File: config.mk
export PLATFORM = sky130hd
export DESIGN_NAME = ifetch_stage
export DESIGN_NICKNAME = d
export VERILOG_FILES = /design/src/rtl/riscv_pkg.sv /design/src/rtl/ifetch_stage.sv
export SDC_FILE = /design/constraint.sdc
export NUM_CORES = 1
export LEC_CHECK = 0
export CAP_MARGIN = 15
export CORE_UTILIZATION = 40
export CTS_CLUSTER_DIAMETER = 80
export DETAILED_ROUTE_END_ITERATION = 12
export PLACE_DENSITY = 0.75
export SLEW_MARGIN = 25
export SYNTH_ARGS = -nofsm -noshare
export SYNTH_HDL_FRONTEND = slang
export SYNTH_SLANG_ARGS = --single-unit
File: constraint.sdc
create_clock -name clk -period 3.2 [get_ports clk]
set_clock_uncertainty 0.15 [all_clocks]
set_input_delay 0.64 -clock clk [delete_from_list [all_inputs] [get_ports clk]]
set_output_delay 0.64 -clock clk [all_outputs]
set_load 0.01 [all_outputs]
File: src/rtl/riscv_pkg.sv
// Shared core types: datapath width, the canonical NOP and fetch-stage state/payload types.
package riscv_pkg;

  localparam int unsigned XLEN = 32;

  // addi x0, x0, 0
  localparam logic [XLEN-1:0] NOP_INSTR = 32'h0000_0013;

  typedef enum logic [1:0] {
    ST_BOOT = 2'd0,
    ST_REQ  = 2'd1,
    ST_WAIT = 2'd2,
    ST_HOLD = 2'd3
  } ifetch_state_e;

  typedef struct packed {
    logic [XLEN-1:0] pc;
    logic [XLEN-1:0] instr;
  } fetch_pkt_t;

endpackage

File: src/rtl/ifetch_stage.sv
// Instruction-fetch stage: single-outstanding req/gnt/rvalid fetch with 1-entry skid and redirect drop.
// Optional IFETCH_MISALIGN_CHK_EN: misaligned redirect targets raise a fetch-misaligned exception.
module ifetch_stage
  import riscv_pkg::*;
#(
  parameter logic [XLEN-1:0] RESET_VECTOR = 32'h0000_0000
) (
  input  logic            clk,
  input  logic            reset_n,
  output logic            imem_req_o,
  output logic [XLEN-1:0] imem_adr_o,
  input  logic            imem_gnt_i,
  input  logic            imem_rvalid_i,
  input  logic [XLEN-1:0] imem_rdata_i,
  input  logic            stall_i,
  input  logic            branch_v_q_i,
  input  logic [XLEN-1:0] branch_target_q_i,
  output logic [XLEN-1:0] instr_q_o,
  output logic [XLEN-1:0] pc_q_o,
  output logic            instr_v_q_o,
  output logic            instr_misaligned_q_o
);

  ifetch_state_e   state, state_d;
  logic            drop, drop_d;
  logic            parked, parked_d;
  logic [XLEN-1:0] fetch_pc;
  logic [XLEN-1:0] req_pc;
  fetch_pkt_t      skid;

  logic [XLEN-1:0] target_c;
  logic            misalign_c;
  logic            gnt_c;
  logic            rvalid_c;
  logic            resp_ok_c;

`ifdef IFETCH_MISALIGN_CHK_EN
  assign target_c   = branch_target_q_i;
  assign misalign_c = branch_v_q_i && (branch_target_q_i[1:0] != 2'b00);
`else
  assign target_c   = branch_target_q_i & ~XLEN'(32'h3);
  assign misalign_c = 1'b0;
`endif

  assign gnt_c      = (state == ST_REQ) && imem_req_o && imem_gnt_i;
  assign rvalid_c   = (state == ST_WAIT) && imem_rvalid_i;
  assign resp_ok_c  = rvalid_c && !drop && !branch_v_q_i;
  assign imem_adr_o = fetch_pc;

  // Next-state: a redirect wins; an in-flight request turns into a single stale response to drop.
  always_comb begin
    state_d  = state;
    drop_d   = drop;
    parked_d = parked;
    if (branch_v_q_i) begin
      parked_d = misalign_c;
      if (((state == ST_WAIT) && !rvalid_c) || gnt_c) begin
        state_d = ST_WAIT;
        drop_d  = 1'b1;
      end else begin
        state_d = ST_REQ;
        drop_d  = 1'b0;
      end
    end else begin
      case (state)
        ST_BOOT: state_d = ST_REQ;
        ST_REQ:  if (gnt_c) state_d = ST_WAIT;
        ST_WAIT: begin
          if (rvalid_c) begin
            drop_d  = 1'b0;
            state_d = (drop || !stall_i) ? ST_REQ : ST_HOLD;
          end
        end
        ST_HOLD: if (!stall_i) state_d = ST_REQ;
        default: state_d = ST_BOOT;
      endcase
    end
  end

  always_ff @(posedge clk or negedge reset_n) begin
    if (!reset_n) begin
      state                <= ST_BOOT;
      drop                 <= 1'b0;
      parked               <= 1'b0;
      imem_req_o           <= 1'b0;
      fetch_pc             <= RESET_VECTOR;
      req_pc               <= '0;
      skid                 <= '0;
      instr_q_o            <= NOP_INSTR;
      pc_q_o               <= '0;
      instr_v_q_o          <= 1'b0;
      instr_misaligned_q_o <= 1'b0;
    end else begin
      state      <= state_d;
      drop       <= drop_d;
      parked     <= parked_d;
      imem_req_o <= (state_d == ST_REQ) && !parked_d;

      if (branch_v_q_i) begin
        fetch_pc <= target_c;
      end else if (gnt_c) begin
        fetch_pc <= fetch_pc + XLEN'(4);
      end
      if (gnt_c) begin
        req_pc <= fetch_pc;
      end

      if (resp_ok_c && stall_i) begin
        skid <= '{pc: req_pc, instr: imem_rdata_i};
      end

      // Output register: redirect bubble, then skid, then fresh response, else NOP.
      if (branch_v_q_i) begin
        pc_q_o               <= target_c;
        instr_q_o            <= NOP_INSTR;
        instr_v_q_o          <= 1'b0;
        instr_misaligned_q_o <= misalign_c;
      end else if (!stall_i) begin
        instr_misaligned_q_o <= 1'b0;
        if (state == ST_HOLD) begin
          pc_q_o      <= skid.pc;
          instr_q_o   <= skid.instr;
          instr_v_q_o <= 1'b1;
        end else if (resp_ok_c) begin
          pc_q_o      <= req_pc;
          instr_q_o   <= imem_rdata_i;
          instr_v_q_o <= 1'b1;
        end else begin
          instr_q_o   <= NOP_INSTR;
          instr_v_q_o <= 1'b0;
        end
      end
    end
  end

endmodule
; ---- Word level (Yosys, flattened, before mapping)
; Index checks and enable logic that the tools add are counted.
[op_classes]
n_reduce_logical = 22
n_mux = 28
eq_ne = 5
add_sub_neg = 1
[ops]
columns = operator, count
row1 = $mux W32, 10
row2 = $add A32 B3 Y32 const B, 1
row3 = $mux W2, 6
row4 = $mux W1, 11
row5 = $logic_and A1 B1 Y1, 8
row6 = $pmux W2 S4, 1
row7 = $reduce_bool A2 Y1, 3
row8 = $logic_not A1 Y1, 5
row9 = $eq A2 B1 Y1 const B, 2
row10 = $eq A2 B2 Y1 const B, 2
row11 = $reduce_and A2 Y1, 2
row12 = $reduce_bool A3 Y1, 1
row13 = $logic_not A2 Y1, 1
row14 = $logic_or A1 B1 Y1, 2
row15 = $ne A2 B1 Y1 const B, 1
[totals]
out_inout_bits = 99
in_bits = 70
reg_bits = 199
wordCells = 68

; ---- Depth between registers and ports, before layout
; Gate-level depths: netlist of run 1.
[depth]
word_depth = 9
depth_mapped = 6

; ---- Worst setup path after synthesis of run 1
; No wires, ideal clock.
[synth_path]
path_kind = input to register
startpoint = input port imem_gnt_i
endpoint = register fetch_pc[28], in the netlist imem_adr_o[28]
path_slack_ns = 0.860
t_arrival_ns = 2.049
stages = 6
n_path_buf = 2
path_cell_list = nand4b_1 or4_4 clkbuf_1 clkbuf_1 o31ai_1 a31oi_1
[synth_between]
elab_chain_cells = 2
[synth_lines]
columns = item, line_no
row1 = start: declaration, ifetch_stage.sv:12  ; input logic imem_gnt_i,
row2 = $logic_and A1 B1 Y1, ifetch_stage.sv:45  ; assign gnt_c = (state == ST_REQ) && imem_req_o && imem_gnt_i;
row3 = $reduce_bool A2 Y1 (no line), --
row4 = end signal: assignment, ifetch_stage.sv:100  ; fetch_pc <= target_c;
row5 = end signal: assignment, ifetch_stage.sv:102  ; fetch_pc <= fetch_pc + XLEN'(4);
row6 = end: declaration, ifetch_stage.sv:27  ; logic [XLEN-1:0] fetch_pc;
; Every way passes these cells.
; A chain may end at the register's enable or synchronous reset.

; ---- Worst setup path in the final report of run 1
[layout_path]
startpoint = input port imem_gnt_i
endpoint = register fetch_pc[30], in the netlist imem_adr_o[30]
; Same word-level chain as after synthesis.

==> impl_metrics.ini, run 1 <==
[critical_path]
timing.critical_path.buf_inv = 1
endpoint_kind = flop
cp_slowest_cell = or4_4
r2r_end = imem_adr_o[30]
required_ps = 3410
worst_ep_arrival_time_ps = 2840
max_stage_delay_ps = 760
r2r-start = state[1]
cpLargestDelayFamily = simple AND/OR/NAND/NOR gates
rr_worst_depth = 4
cp-start-kind = input port
cp_max_fo = 32
crit_chain = clkdlybuf4s50_1 > nand4b_1 > or4_4 > or4_1 > a31oi_1
setup.worst_path.class = input port to flop
r2r_slack_ps = 690

[synthesis]
syn-cell-area_um2 = 8576
synth-seq-cells = 191
synth.distinct_cells = 41
synth_cells = 861
avgSynthCellArea_um2 = 9.960
ys_warn_count = 0
ys_seq_area_share_pct = 55.78

[global_route]
antenna_found_initial = 1
grt_pass1_wl_um = 36140
use_met2_pct = 33.76
use_met3_pct = 6.963
grt_usage_pct = 20.94
busiest_layer = met2
first_global_vias = 6893
overflow = 0
met1_usage_pct = 27.11
grt_max_degree = 71

[final_layout]
fill_cells = 1853
seqCellArea_um2 = 4783
insertedDiodeCount = 0
drive_gt1_share_pct = 12.02
nets = 1065
multi_input_area_um2 = 3507
syn2layout_area_growth_pct = 28.74

[power_and_ir_drop]
power.density_nw_per_um2 = 679.3
p_leak_uw = 0.004922
vdd_drop_max_uv = 412.8

[routing]
drt_first_pass_iters = 4
wire_per_inst_um = 17.32
drtIter0Drc = 480
drt_drc_violations_left = 0
vias_per_cell = 5.434
num_vias = 6966
wirelength_um = 22210
drtAntennaViolNets = 0

[timing]
rsz0062_at_grt = no
setup_tns_ps = 0
min_period_ps = 2633
fin_crit_sh_pct = 82.28
fmax_mhz = 379.8
hold-worst-slack_ps = 2.037
maxSlewViolCount = 0
final_hold_viol_count = 0
setup_viol = 0

[die]
die_area_um2 = 22030
die_w_um = 148.4
ios = 169
start_util_pct = 40.80
fp-row-count = 53
core_region_area_um2 = 21020
die_y_um = 148.4

[clocking]
cts_max_level = 4
clockBufferDepth = 2
cts_tree = yes
cts_sinks = 191
postCtsSetupRepairBufs = 0
ctsHoldBuffers = 0
numCtsBuffers = 17
cts_root_buffer = clkbuf_16
clk_pin_slew_ps = 80
cts_resized = 0
clk-insertion-delay-late_ps = 430

[job]
cap_violations = 0

[place]
routabilityCongestion = 0.7691
port_buffers = 163
hpwl_um = 14350

[worst_hold_path]
min_path_type = input port to async pin

[run_status]
status = finished, final reports clean
==> routing by layer <==
layer,vias up,share of wire (%)
met5,-,0
met4,0,0.96
met3,14,7.5
met2,186,48
met1,3467,44
li1,3299,-
==> how the worst max path moves through the flow <==
stage / from / endpoint / slack [ps] / cells past startpoint
final: imem_gnt_i / imem_adr_o[30] / 570 / 5
after global routing: imem_gnt_i / imem_adr_o[18] / 460 / 6
after CTS: imem_gnt_i / imem_adr_o[30] / 610 / 5
after detailed placement: imem_gnt_i / imem_adr_o[25] / 150 / 5
after global placement: imem_gnt_i / imem_adr_o[21] / 210 / 5
after floorplan: imem_gnt_i / imem_adr_o[28] / 860 / 6
==> cell type report <==
cell class | instances | area share [%]
repair buffers | 179 | 16.44
well taps | 275 | 3.116
flip-flops and latches | 191 | 43.33
multi-input cells | 599 | 31.77
clock buffers | 18 | 3.978
clock inverters | 14 | 1.167
inverters | 6 | 0.2040
==> metrics by stage <==
step / setup WS (ps) / area [um^2] / total power, uW / utilization [%] / std cells
2_1_floorplan: 859.8 / 8583 / 4587 / - / 863
3_3_place_gp: 214.6 / 10470 / 5410 / 49.82 / 1250
3_5_place_dp: 146.5 / 10470 / 5506 / 49.82 / 1250
4_1_cts: 608.9 / 11040 / 7577 / 52.52 / 1282
5_1_grt: 459.9 / 11040 / 7949 / 52.52 / 1282
6_report: 567.1 / 11040 / 7500 / 52.52 / 1282
==> synthesized netlist by cell type <==
master | count | area share, %
nand2_1 | 192 | 8.4
dfrtp_1 | 188 | 55
nor2_1 | 81 | 3.5
mux2_2 | 62 | 8.1
clkbuf_1 | 61 | 2.7
o31ai_1 | 41 | 3.6
and3_1 | 36 | 2.6
nor3_1 | 32 | 1.9
a221oi_1 | 29 | 3.0
o21ai_0 | 17 | 0.99
a31oi_1 | 16 | 1.2
or4_1 | 16 | 1.4
nand3_1 | 12 | 0.70
nand4_1 | 12 | 0.88
o211ai_1 | 7 | 0.61
inv_1 | 6 | 0.26
or3_1 | 6 | 0.44
xnor2_1 | 6 | 0.61
a21oi_1 | 4 | 0.23
and4_1 | 4 | 0.41
buf_4 | 4 | 0.35
dfstp_2 | 3 | 0.92
o22ai_1 | 3 | 0.22
xor2_1 | 3 | 0.31
and2_1 | 2 | 0.15
nor2b_1 | 2 | 0.15
nor4_1 | 2 | 0.15
a211oi_1 | 1 | 0.088
and4b_1 | 1 | 0.12
buf_1 | 1 | 0.044
buf_6 | 1 | 0.13
conb_1 | 1 | 0.044
ha_1 | 1 | 0.15
mux2i_1 | 1 | 0.12
nand2b_1 | 1 | 0.073
nand4b_1 | 1 | 0.10
nor3b_1 | 1 | 0.088
o211a_1 | 1 | 0.12
o221a_2 | 1 | 0.13
or2_2 | 1 | 0.073
or4_4 | 1 | 0.13
==> power breakdown <==
group          internal, uW  switching (uW)  total (uW)
Combinational           948            1030        1980
Clock                  1040            1010        2050
Sequential             3030             433        3470
Total                  5030            2470        7500
==> flip-flops by register name (all words and copies together) (netlist names) <==
register     cells
state            2
instr_q_o       32
instr_v_q_o      1
imem_req_o       1
imem_adr_o      30
drop             1
parked           1
pc_q_o          31
req_pc          30
skid            62
==> cell families after synthesis <==
kind of cell	share of synthesized area, %
XOR/XNOR	0.9192
adder cells (fa/ha/maj)	0.1459
AND/OR/NAND/NOR	21.29
flip-flops	55.78
buffers and inverters	3.458
AO/OA/AOI/OAI	10.11
multiplexers	8.258
other	0.04373
==> layout by cell type (no fill, tap or decap), types with 3 or more instances in the layout <==
| cell | n |
|---|---|
| a21oi_1 | 4 |
| a221oi_1 | 29 |
| a31oi_1 | 16 |
| and3_1 | 36 |
| and4_1 | 4 |
| buf_12 | 5 |
| buf_4 | 12 |
| clkbuf_16 | 17 |
| clkdlybuf4s50_1 | 161 |
| clkinv_4 | 3 |
| clkinvlp_4 | 4 |
| conb_1 | 3 |
| dfrtp_1 | 188 |
| dfstp_2 | 3 |
| inv_1 | 6 |
| inv_8 | 3 |
| mux2_2 | 62 |
| nand2_1 | 191 |
| nand3_1 | 12 |
| nand4_1 | 12 |
| nor2_1 | 81 |
| nor3_1 | 32 |
| o211ai_1 | 7 |
| o21ai_0 | 17 |
| o22ai_1 | 3 |
| o31ai_1 | 41 |
| or3_1 | 6 |
| or4_1 | 16 |
| xnor2_1 | 6 |
| xor2_1 | 3 |
(Power assumes the default switching activity.)
==> run 2, diff against run 1 <==
PLACE_DENSITY = 0.78   (was 0.75)
clock period = 2.31 ns   (was 3.2 ns; I/O delays follow)
==> run 2 against run 1 <==
Global-route usage rose by 0.62 points. Register-to-register slack got worse by 560 ps. Core utilization rose by 1.7 points. Sequential share of layout area fell by 1.3 points. Critical path type unchanged.
==> impl_metrics.ini, run 2 (synthesis gave the netlist of run 1 again) <==
[run_status]
status = finished, final reports clean

[routing]
drtAntennaViolNets = 0
num_vias = 7170
wire_per_inst_um = 17.20
wirelength_um = 22610
drtIter0Drc = 468
drt_first_pass_iters = 5
drt_drc_violations_left = 0
vias_per_cell = 5.457

[critical_path]
critPathMostFrequentCell = or4_4
max_stage_delay_ps = 590
setup.worst_path.class = input port to flop
rr_worst_depth = 4
cp_slowest_cell = or4_4
cp_max_fo = 24
timing.critical_path.buf_inv = 1
crit_chain = clkdlybuf4s50_1 > nand4b_1 > or4_4 > or4_4 > a31oi_2
cp_num_cells = 5
required_ps = 2520
endpoint_kind = flop
worst_ep_arrival_time_ps = 2430
cp-start-kind = input port
cpLargestDelayFamily = simple AND/OR/NAND/NOR gates

[power_and_ir_drop]
power.density_nw_per_um2 = 950.3
vdd_drop_max_uv = 573.6
power.switching_uw = 3429
p_leak_uw = 0.005124
internal_power_uw = 7393
p_clk_share_pct = 28.8
power_frac_comb_pct = 27.2
finalPower_uw = 10820
switching_share_pct = 31.69
seqPwrFrac_pct = 44.0

[clocking]
cts_sinks = 191
cts_tree = yes
postCtsSetupRepairBufs = 0
numCtsBuffers = 17
clk_pin_slew_ps = 70
cts_max_level = 4
clockBufferDepth = 2
clk-insertion-delay-late_ps = 440
cts_root_buffer = clkbuf_16

[die]
die_y_um = 148.4
core_region_area_um2 = 21020
ios = 169
die_w_um = 148.4
start_util_pct = 40.80
die_area_um2 = 22030
fp-row-count = 53

[final_layout]
top_regs = skid x62, instr_q_o x32, pc_q_o x31
drive_gt1_share_pct = 15.01
nets = 1097
top_register = skid
mostFrequentLayoutCells = nand2_1 (191), dfrtp_1 (187), clkdlybuf4s50_1 (161)
final_util_pct = 54.18
syn2layout_area_growth_pct = 32.80
insertedDiodeCount = 0
largest_reg_flops = 62
instances_no_fill = 1314
final_common_cell = nand2_1
fin_area_um2 = 11390
fill_cells = 1829

[job]
cap_violations = 0

[timing]
min_period_ps = 2216
worstMarginPinSlew_ps = 657.7
fmax_mhz = 451.2
fin_crit_sh_pct = 95.95
maxSlewViolCount = 0
setup_slack_ps = 93.53
slew_headroom_pct = 56.15
final_hold_viol_count = 0
rsz0062_at_grt = yes
setup_viol = 0

[place]
pre_cts_ws_ps = -497.6
hpwl_um = 15350
dp.cells = 1281
place_area_um2 = 10740
routabilityCongestion = 0.8100
port_buffers = 163

[worst_hold_path]
worstHoldPathCells = 2
min_path_type = input port to flop

[global_route]
antenna_found_initial = 0
grt_max_degree = 53
grt_usage_pct = 21.56
grt_pass1_wl_um = 37160
overflow = 0
first_global_vias = 7100
==> run 2: cell count changes in the layout (fill, tap and decap cells not counted), moves of 2 or more <==
| cell | before | now |
|---|---|---|
| or4_1 | 16 | 14 |
| clkinvlp_4 | 4 | 2 |
| buf_4 | 12 | 40 |
| buf_12 | 5 | 8 |
| or4_4 | 1 | 3 |
| bufinv_16 | 0 | 3 |
==> run 2: timing repair <==
| item | 4_1_cts | 5_1_grt |
|---|---|---|
| endpoints found under the setup margin | 2 | 4 |
| hold endpoints to repair | 25 | 0 |
| pin swaps | 1 | 0 |
| hold buffers | 1 | 0 |
| gates resized for setup | 0 | 4 |
==> run 2: cell type report <==
| type | count | area [um^2] | share of cell area, % |
|---|---|---|---|
| multi-input cells | 599 | 3521 | 30.92 |
| clock inverters | 14 | 181.4 | 1.593 |
| well taps | 275 | 344.1 | 3.021 |
| repair buffers | 211 | 2096 | 18.40 |
| clock buffers | 18 | 439.2 | 3.856 |
| inverters | 6 | 22.52 | 0.1978 |
| flip-flops and latches | 191 | 4785 | 42.01 |
==> run 2: worst paths after layout <==
check | from | endpoint | slack (ps)
worst min register to register | parked | parked | 330
min in group asynchronous | reset_n | pc_q_o[31] | 340
worst max-delay path | imem_gnt_i | imem_adr_o[22] | 90
worst min-delay path | branch_v_q_i | instr_q_o[31] | 180
max in group asynchronous | reset_n | imem_adr_o[4] | 1020
worst max register to register | imem_adr_o[12] | imem_adr_o[22] | 130
==> run 2: power groups by stage <==
stage	Combinational, uW	Sequential (uW)	Clock (uW)
detailed placement	2960	4800	0
CTS	2980	4750	3170
global route	3260	4870	3320
global placement	2870	4760	0
finish	2940	4760	3120
floorplan	1560	4790	0
==> run 2: layer usage <==
layer  global-route usage (%)  wire length, um  vias up
met5                        0                0        -
met4                    7.835              366        0
met3                    4.939             1505       31
met2                    35.44            11130      227
met1                    27.76             9600     3548
li1                         -                -     3364
==> run 2: stage by stage <==
step	setup TNS (ps)	hold slack (ps)
6_report	0	183.6
5_1_grt	-13.26	185.3
4_1_cts	0	167.2
3_5_place_dp	-8557	234.5
3_3_place_gp	-7502	237.1
2_1_floorplan	0	16.41
